--- src/rtl/dispatch_buffer_pkg.sv ---
// Shared types for the dispatch buffer: issue-queue classes and the fixed-width buffered payload.
package dispatch_pkg;

    localparam int NUM_IQ = 3;

    typedef enum logic [1:0] {
        IQ_ALU    = 2'd0,
        IQ_LSU    = 2'd1,
        IQ_BRANCH = 2'd2
    } iq_class_e;

    // Parameter-width fields (tags, PRNs) live in parallel arrays in the top module.
    typedef struct packed {
        logic [31:0] raw_instr;
        logic [63:0] instr_pc;
        iq_class_e   iq_class;
    } dispatch_entry_t;

    function automatic logic [NUM_IQ-1:0] class_onehot(input iq_class_e c);
        case (c)
            IQ_LSU:    return 3'b010;
            IQ_BRANCH: return 3'b100;
            default:   return 3'b001;
        endcase
    endfunction

endpackage

--- src/rtl/dispatch_buffer_inst_classifier.sv ---
// Combinational steering decoder: raw_instr[28:25] selects the target issue queue.
module inst_classifier
    import dispatch_pkg::*;
(
    input  logic [3:0] op_field,
    output iq_class_e  iq_class
);

    always_comb begin
        iq_class = IQ_ALU;
        casez (op_field)
            4'b?1?0: iq_class = IQ_LSU;
            4'b101?: iq_class = IQ_BRANCH;
            default: iq_class = IQ_ALU;
        endcase
    end

endmodule

--- src/rtl/dispatch_buffer.sv ---
// In-order dispatch FIFO between rename and the ALU/LSU/BRANCH issue queues, with operand wakeup.
// Optional same-cycle empty-buffer bypass is enabled by defining DISPATCH_BYPASS_EN.
module dispatch_buffer
    import dispatch_pkg::*;
#(
    parameter int INST_ID_BITS = 6,
    parameter int PRN_BITS     = 6,
    parameter int MAX_OPERANDS = 3,
    parameter int DEPTH        = 4,
    parameter int FU_COUNT     = 4
) (
    input  logic                                         clk,
    input  logic                                         rst_n,
    input  logic                                         flush,
    input  logic                                         in_valid,
    output logic                                         in_ready,
    input  logic [INST_ID_BITS-1:0]                      inst_id,
    input  logic [31:0]                                  raw_instr,
    input  logic [63:0]                                  instr_pc,
    input  logic [MAX_OPERANDS-1:0]                      prn_input_valid,
    input  logic [MAX_OPERANDS-1:0]                      prn_input_ready,
    input  logic [MAX_OPERANDS-1:0][PRN_BITS-1:0]        prn_input,
    input  logic [MAX_OPERANDS-1:0]                      prn_output_valid,
    input  logic [MAX_OPERANDS-1:0][PRN_BITS-1:0]        prn_output,
    input  logic [FU_COUNT-1:0][MAX_OPERANDS-1:0]        set_prn_ready,
    input  logic [FU_COUNT-1:0][MAX_OPERANDS-1:0][PRN_BITS-1:0] set_prn,
    output logic [NUM_IQ-1:0]                            iq_inst_valid,
    input  logic [NUM_IQ-1:0]                            iq_queue_ready,
    output logic [INST_ID_BITS-1:0]                      iq_inst_id,
    output logic [31:0]                                  iq_raw_instr,
    output logic [63:0]                                  iq_instr_pc,
    output logic [MAX_OPERANDS-1:0]                      iq_prn_input_valid,
    output logic [MAX_OPERANDS-1:0]                      iq_prn_input_ready,
    output logic [MAX_OPERANDS-1:0][PRN_BITS-1:0]        iq_prn_input,
    output logic [MAX_OPERANDS-1:0]                      iq_prn_output_valid,
    output logic [MAX_OPERANDS-1:0][PRN_BITS-1:0]        iq_prn_output,
    output logic [$clog2(DEPTH):0]                       count
);

    localparam int PW = $clog2(DEPTH);
    localparam int CW = PW + 1;
    localparam logic [CW-1:0] DEPTH_C = CW'(DEPTH);

    dispatch_entry_t                       entry_q     [DEPTH];
    logic [INST_ID_BITS-1:0]               id_q        [DEPTH];
    logic [MAX_OPERANDS-1:0]               op_valid_q  [DEPTH];
    logic [MAX_OPERANDS-1:0]               op_ready_q  [DEPTH];
    logic [MAX_OPERANDS-1:0][PRN_BITS-1:0] op_prn_q    [DEPTH];
    logic [MAX_OPERANDS-1:0]               dst_valid_q [DEPTH];
    logic [MAX_OPERANDS-1:0][PRN_BITS-1:0] dst_prn_q   [DEPTH];
    logic [MAX_OPERANDS-1:0]               wake_hit    [DEPTH];

    logic [PW-1:0]           head_q, tail_q;
    logic [CW-1:0]           count_q;
    logic                    active_q;
    logic                    empty, bypass, enq, deq;
    logic [NUM_IQ-1:0]       head_oh;
    logic [MAX_OPERANDS-1:0] in_wake;
    iq_class_e               in_class;

    function automatic logic [MAX_OPERANDS-1:0] wake(input logic [MAX_OPERANDS-1:0][PRN_BITS-1:0] prn);
        logic [MAX_OPERANDS-1:0] hit;
        hit = '0;
        for (int j = 0; j < MAX_OPERANDS; j++)
            for (int f = 0; f < FU_COUNT; f++)
                if (set_prn_ready[f][j] && (set_prn[f][j] == prn[j])) hit[j] = 1'b1;
        return hit;
    endfunction

    inst_classifier u_classifier (
        .op_field (raw_instr[28:25]),
        .iq_class (in_class)
    );

    assign in_wake = prn_input_valid & wake(prn_input);

    always_comb begin
        for (int i = 0; i < DEPTH; i++) wake_hit[i] = op_valid_q[i] & wake(op_prn_q[i]);
    end

    assign empty    = (count_q == '0);
    // active_q keeps in_ready low through reset and rises on the first edge after release
    assign in_ready = active_q && (count_q < DEPTH_C) && !flush;

`ifdef DISPATCH_BYPASS_EN
    assign bypass = empty && in_valid && in_ready && |(class_onehot(in_class) & iq_queue_ready);
`else
    assign bypass = 1'b0;
`endif

    assign enq           = in_valid && in_ready && !bypass;
    assign head_oh       = empty ? '0 : class_onehot(entry_q[head_q].iq_class);
    assign deq           = |(head_oh & iq_queue_ready);
    assign iq_inst_valid = bypass ? class_onehot(in_class) : head_oh;
    assign count         = count_q;

    always_comb begin
        if (bypass) begin
            iq_inst_id          = inst_id;
            iq_raw_instr        = raw_instr;
            iq_instr_pc         = instr_pc;
            iq_prn_input_valid  = prn_input_valid;
            iq_prn_input_ready  = prn_input_ready | in_wake;
            iq_prn_input        = prn_input;
            iq_prn_output_valid = prn_output_valid;
            iq_prn_output       = prn_output;
        end else begin
            iq_inst_id          = id_q[head_q];
            iq_raw_instr        = entry_q[head_q].raw_instr;
            iq_instr_pc         = entry_q[head_q].instr_pc;
            iq_prn_input_valid  = op_valid_q[head_q];
            iq_prn_input_ready  = op_ready_q[head_q] | wake_hit[head_q];
            iq_prn_input        = op_prn_q[head_q];
            iq_prn_output_valid = dst_valid_q[head_q];
            iq_prn_output       = dst_prn_q[head_q];
        end
    end

    always_ff @(posedge clk or negedge rst_n) begin
        if (!rst_n) begin
            active_q <= 1'b0;
            head_q   <= '0;
            tail_q   <= '0;
            count_q  <= '0;
            for (int i = 0; i < DEPTH; i++) begin
                entry_q[i]     <= '0;
                id_q[i]        <= '0;
                op_valid_q[i]  <= '0;
                op_ready_q[i]  <= '0;
                op_prn_q[i]    <= '0;
                dst_valid_q[i] <= '0;
                dst_prn_q[i]   <= '0;
            end
        end else begin
            active_q <= 1'b1;
            for (int i = 0; i < DEPTH; i++) op_ready_q[i] <= op_ready_q[i] | wake_hit[i];
            if (flush) begin
                head_q  <= '0;
                tail_q  <= '0;
                count_q <= '0;
            end else begin
                if (enq) begin
                    entry_q[tail_q]     <= '{raw_instr: raw_instr, instr_pc: instr_pc, iq_class: in_class};
                    id_q[tail_q]        <= inst_id;
                    op_valid_q[tail_q]  <= prn_input_valid;
                    op_ready_q[tail_q]  <= prn_input_ready | in_wake;
                    op_prn_q[tail_q]    <= prn_input;
                    dst_valid_q[tail_q] <= prn_output_valid;
                    dst_prn_q[tail_q]   <= prn_output;
                    tail_q              <= tail_q + 1'b1;
                end
                if (deq) head_q <= head_q + 1'b1;
                case ({enq, deq})
                    2'b10:   count_q <= count_q + 1'b1;
                    2'b01:   count_q <= count_q - 1'b1;
                    default: count_q <= count_q;
                endcase
            end
        end
    end

endmodule
--- config.mk ---
export PLATFORM = sky130hd
export DESIGN_NAME = dispatch_buffer
export DESIGN_NICKNAME = d
export VERILOG_FILES = /design/src/rtl/dispatch_buffer_pkg.sv /design/src/rtl/dispatch_buffer_inst_classifier.sv /design/src/rtl/dispatch_buffer.sv
export SDC_FILE = /design/constraint.sdc
export NUM_CORES = 1
export LEC_CHECK = 0
export CORE_MARGIN = 2
export CORE_UTILIZATION = 25
export DETAILED_ROUTE_END_ITERATION = 10
export SYNTH_ARGS = -nofsm -noshare
export SYNTH_HDL_FRONTEND = slang
export SYNTH_SLANG_ARGS = --single-unit
--- constraint.sdc ---
create_clock -name clk -period 6.9 [get_ports clk]
set_input_delay 1.38 -clock clk [delete_from_list [all_inputs] [get_ports clk]]
set_output_delay 1.38 -clock clk [all_outputs]
set_load 0.005 [all_outputs]
**Word-level counts from Yosys, hierarchy flattened**

Cells that the tools add are included.

- Register bits: 604
- Output and inout port bits: 154
- Word-level logic and storage cells: 326

- Add/subtract/negate cells: 4
- $lt $le $gt $ge: 4
- Equal/unequal tests: 66
- Mux-type cells: 110
- Bitwise operators: 15
- Reduce and logical (&&, ||, !) cells: 71

Operators by type and width:

| operator | count |
|---|---|
| bitwise mux 392 bit | 1 |
| equality test 6 bit | 60 |
| 2-to-1 mux 98 bit | 3 |
| binary-select mux 98 bit (select 2 bit) | 1 |
| demux 98 bit (select 2 bit) | 1 |
| bitwise mux 72 bit | 2 |
| 2-to-1 mux 18 bit | 5 |
| binary-select mux 18 bit (select 2 bit) | 2 |
| logical AND 1 bit | 64 |
| 2-to-1 mux 1 bit | 60 |
| bitwise mux 12 bit | 3 |
| demux 18 bit (select 2 bit) | 1 |
| 2-to-1 mux 3 bit | 11 |
| binary-select mux 3 bit (select 2 bit) | 4 |
| bitwise mux 24 bit | 1 |
| 2-to-1 mux 12 bit | 2 |
| AND 3 bit | 6 |
| 2-to-1 mux 6 bit | 3 |
| bitwise OR 3 bit | 6 |
| binary-select mux 6 bit (select 2 bit) | 1 |
| demux 6 bit (select 2 bit) | 1 |
| case mux 3 bit (2 select lines) | 2 |
| 2-to-1 mux 2 bit | 4 |
| demux 3 bit (select 2 bit) | 1 |
| 18 further kinds | 25 |

**Depth between registers and ports, before layout**

- Word-level depth: 12
- Mapped depth: 14

**Cells and area by module**

A second synthesis with hierarchy kept.

- Cell total of the unflattened synthesis: 2,177
- Area total of the unflattened synthesis: 32,023.2 um2

By module, submodules not included:

| module | times used | cells each | area each (um2) | seq. area each (um2) |
|---|---|---|---|---|
| dispatch_buffer | 1 | 2,175 | 32,008.2 | 15,114.5 |
| inst_classifier | 1 | 2 | 15.0 | 0.0 |

**Least setup slack after synthesis**

Ideal clock, no wire load.

- Kind: input to output
- Start point: input port set_prn[30] (netlist bit)
- End point: output port iq_prn_input_ready[2]
- Arrival: 2,736 ps
- Data required time: 5,520 ps
- Path slack: 2,784 ps
- Stages on the path: 7
- Buffers on the path: 1
- Cell sequence: buf_4 > xnor2_1 > nand4_1 > nor4_1 > or4_4 > a2111oi_4 > nor3_1

- Word-level cells in the longest chain between the ends: 10
- Elaborated cells on any way between the ends: 28

Ends and longest elaborated chain:

| what | RTL line | source |
|---|---|---|
| from (decl) | dispatch_buffer.sv:26 | `input logic [FU_COUNT-1:0][MAX_OPERANDS-1:0][PRN_BITS-1:0] set_prn,` |
| equality test 6 bit | dispatch_buffer.sv:66 | `if (set_prn_ready[f][j] && (set_prn[f][j] == prn[j])) hit[j] = 1'b1;` |
| logical AND 1 bit | dispatch_buffer.sv:66 |  |
| 2-to-1 mux 1 bit (3 in a row) | dispatch_buffer.sv:66 |  |
| AND 3 bit | dispatch_buffer.sv:78 | `for (int i = 0; i < DEPTH; i++) wake_hit[i] = op_valid_q[i] & wake(op_prn_q[i]);` |
| binary-select mux 3 bit (select 2 bit) * | dispatch_buffer.sv:112 | `iq_prn_input_ready = op_ready_q[head_q] \| wake_hit[head_q];` |
| 2-to-1 mux 3 bit (implied by the code) * (2 in a row) | dispatch_buffer.sv:112 |  |
| bitwise OR 3 bit * | dispatch_buffer.sv:112 |  |
| to (decl) | dispatch_buffer.sv:33 | `output logic [MAX_OPERANDS-1:0] iq_prn_input_ready,` |

Every way passes the cells marked *; elsewhere a longest branch is shown, timed or not. The select of a mux whose other input is x is not followed.

**Worst setup path in the final report**

- Start point: input port set_prn[51] (netlist bit)
- End point: output port iq_prn_input_ready[2]

- Word-level cells in the longest chain between the ends: 9
- Elaborated cells on any way between the ends: 24

Ends and longest elaborated chain:

| what | RTL line |
|---|---|
| equality test 6 bit | dispatch_buffer.sv:66 |
| logical AND 1 bit | dispatch_buffer.sv:66 |
| 2-to-1 mux 1 bit (2 in a row) | dispatch_buffer.sv:66 |
| AND 3 bit | dispatch_buffer.sv:78 |
| binary-select mux 3 bit (select 2 bit) * | dispatch_buffer.sv:112 |
| 2-to-1 mux 3 bit (implied by the code) * (2 in a row) | dispatch_buffer.sv:112 |
| bitwise OR 3 bit * | dispatch_buffer.sv:112 |

Marks and branches as above.

==> impl_results.md <==
* Share of cells above drive strength 1 at 26.59%
* Area grow syn2layout at 23.39%
* Synthesized flop and latch total at 604
* Worst setup margin at roughly 1200 ps
* Critical Path Start Type: input port
* Detailed Place HPWL at 60,880 um
* Die area at 131,400 um^2
* CP Max Fanout at 5
* Die width at between 300 and 400 um
* Initial antenna violation count at 28
* Critical Path End Type: output pin
* Maximum VDD drop at 0.2436 mV
* DR WL/cell at 21.03 um
* Critical-path cell list: clkdlybuf4s50_1, xnor2_1, nand4_1, nor4_1, o41a_1, a221oi_1, nor3_1, clkdlybuf4s50_1
* I/O Buffers at 391
* Vias in the first global route at 21.47k
* Reg2Reg Depth at 12
* Register area share after synthesis at 47.05%
* Total setup buffers inserted after CTS at 0
* Min-Delay Path Class: reg -> reg
* Async SR Flop Fraction at 100.0%
* Status: finished clean
* Critical Path AT at roughly 4400 ps
* Final setup violating endpoints at 0
* Layout Skew at 18.76 ps
* Leading area contributor after synthesis: dfrtp_1
* RSZ-0062 raised after global routing: no
* Syn Std Cell Area at approximately 32,000 um^2
* Final ANT Viol Nets at 0
* FILL cells at 12.72k
* Via Count at 20.23k
* Die Y at 362.5 um
* Pins Over Slew Limit at 0
* Post-Route Utilization at 31.08%
* Post-synth top cells: 604 x dfrtp_1, 447 x nand2_1, 217 x mux2_4
* DRT iter0 DRCs at about 1.1k
* Max clock buf depth at 3
* Required time of the worst setup path at ~5500 ps
* Most common cell on crit path: clkdlybuf4s50_1
* Slowest stage delay, CP at between 700 and 800 ps
* Setup TNS at 0 ps
* H-tree levels at 3
* Post-CTS sizing at 0
* Initial Util at roughly a quarter
* Synth Net Count at roughly 2.7k
* Total CTS buffers at 77
* CTS tree: yes
* Largest net degree at the start of global routing at 145
* Top cells by area, synth: dfrtp_1 47%, mux4_2 10%, mux2_4 10%
* GRT overflow at 0
* Cells after Synth at approximately 2.5k
* Hold-fix buffers, CTS at 0
* Mean post-synth cell area at 12.86 um^2
* Count leader, synth: dfrtp_1
* Nets at about 3.0k
* Skew-Pair Late Insertion Delay at 660 ps
* Rel. slew slack at 17.73%
* Total GRT Usage at between 10% and 20%
* Slowest library cell on the worst path: clkdlybuf4s50_1
* Fin crit period at 5746 ps
* Drt pass-1 iters at 5
* Synth Warn # at 0
* Netlist cell types at 52
* Total of max-cap violations at 0
* Final wirelength at just over 90,000 um
* Crit path kind: in -> out
* Top FF cell, synth: dfrtp_1
* Tcrit/Tclk final at 83.27%
* Synth top area share at 47.05%
* Root Buffer: clkbuf_16
* CTS clock-pin slew for the worst setup and hold paths at roughly 50 ps
* IO Pins at ~390
* Core region area at 127,500 um^2
* Final hold viol count at 0
* WHS Path Cells at 2
* Pre-CTS WS at 1168 ps
* # DRC at 0
* First-pass GRT wire length at 141,400 um
* Via-per-instance ratio at between 4 and 5
* Pwr Density at 402.0 nW/um^2
* Number of flops mapped to enable cells by yosys at 0
* Cell Rows at 131
* Leakage power at approximately 18 nW
* Least-Margin Pin Slew at 1234 ps
* CTS sink cnt at between 600 and 700
* Routability cong. at 0.9157
* Fmax at 0.1740 GHz
[area by class of cell]
cell class	instances	area, um^2	share of cell area [%]
Multi-Input combinational cell	1609	15450	38.97
Sequential cell	604	15120	38.15
Timing Repair Buffer	415	4199	10.59
Clock buffer	105	2163	5.458
Tap cell	1662	2079	5.247
Clock inverter	33	584.3	1.474
Inverter	6	22.52	0.05682
Antenna cell	7	17.52	0.04419
[placed cells by master, fill, tap and decap left out, types with 13 or more instances in the layout]
master           Yosys  final
buf_4               27     16
bufinv_16            0     13
clkbuf_1            35     16
clkbuf_16            0     78
clkdlybuf4s50_1      0    390
dfrtp_1            604    602
mux2_2             216    216
mux2_4             217    217
mux4_2             147    147
nand2_1            447    446
nand4_1             60     60
nor4_1              61     61
xnor2_1            182    182
xor2_1             182    182
[worst max-delay path, delay by kind of cell]
kind	cells	cell delay (ps)
buffers and inverters	2	1330
and+or+nand+nor	3	1090
AOI/OAI and AO/OA	2	400
xor gates and xnor gates	1	160
[layer usage]
| metal | vias to the layer above | GRT usage (%) | wire length [um] | part of all wire (%) |
|---|---|---|---|---|
| met4 | 38 | 4.361 | 2452 | 2.6 |
| met5 | - | 0 | 248 | 0.27 |
| met3 | 179 | 5.507 | 8417 | 9.0 |
| met1 | 10424 | 18.26 | 39670 | 42 |
| li1 | 9027 | - | - | - |
| met2 | 566 | 22.01 | 42620 | 46 |
[per-stage QoR]
step | power (mW) | hold WS [ps] | instances | area [um^2]
finish | 15.93 | 465.7 | 4441 | 39640
global route | 16.85 | 481.2 | 4437 | 39630
CTS | 16.18 | 470.4 | 4434 | 39620
detailed placement | 11.70 | 456.7 | 4296 | 36870
global placement | 11.63 | 451.7 | 4296 | 36870
floorplan | 8.996 | 440.3 | 2497 | 32120
[where the power goes]
group,total [mW],internal (mW),switching (mW)
combinational,5.88,3.74,2.15
sequential,5.71,4.68,1.03
clock,4.34,2.70,1.64
[worst paths after layout]
kind                                     startpoint                       end  slack [ps]
min reg2reg                entry_q[180]$_DFFE_PN0P_  entry_q[180]$_DFFE_PN0P_         470
max reg2reg                   head_q[0]$_DFFE_PN0P_      count[2]$_DFFE_PN0P_        3480
max in group asynchronous                     rst_n  op_prn_q[45]$_DFFE_PN0P_        4710
min in group asynchronous                     rst_n  entry_q[134]$_DFFE_PN0P_         780
max                                     set_prn[51]     iq_prn_input_ready[2]        1150
min                        entry_q[180]$_DFFE_PN0P_  entry_q[180]$_DFFE_PN0P_         470
[cells by family after synthesis]
kind of cell / after synthesis / share of synthesized area [%]
AO/OA/AOI/OAI: 39 / 0.9933
XOR/XNOR: 364 / 9.925
adder cells (fa/ha/maj): 7 / 0.2960
buffers and inverters: 284 / 4.994
flip-flops: 604 / 47.05
multiplexers: 587 / 28.26
other: 1 / 0.01167
AND/OR/NAND/NOR: 611 / 8.472
[flip-flops by register name, indices dropped and copies added, names as in the netlist]
signal	flops
dst_prn_q	72
op_ready_q	12
count	3
active_q	1
head_q	2
tail_q	2
entry_q	392
op_valid_q	12
id_q	24
dst_valid_q	12
op_prn_q	72
(Power assumes the default switching activity.)
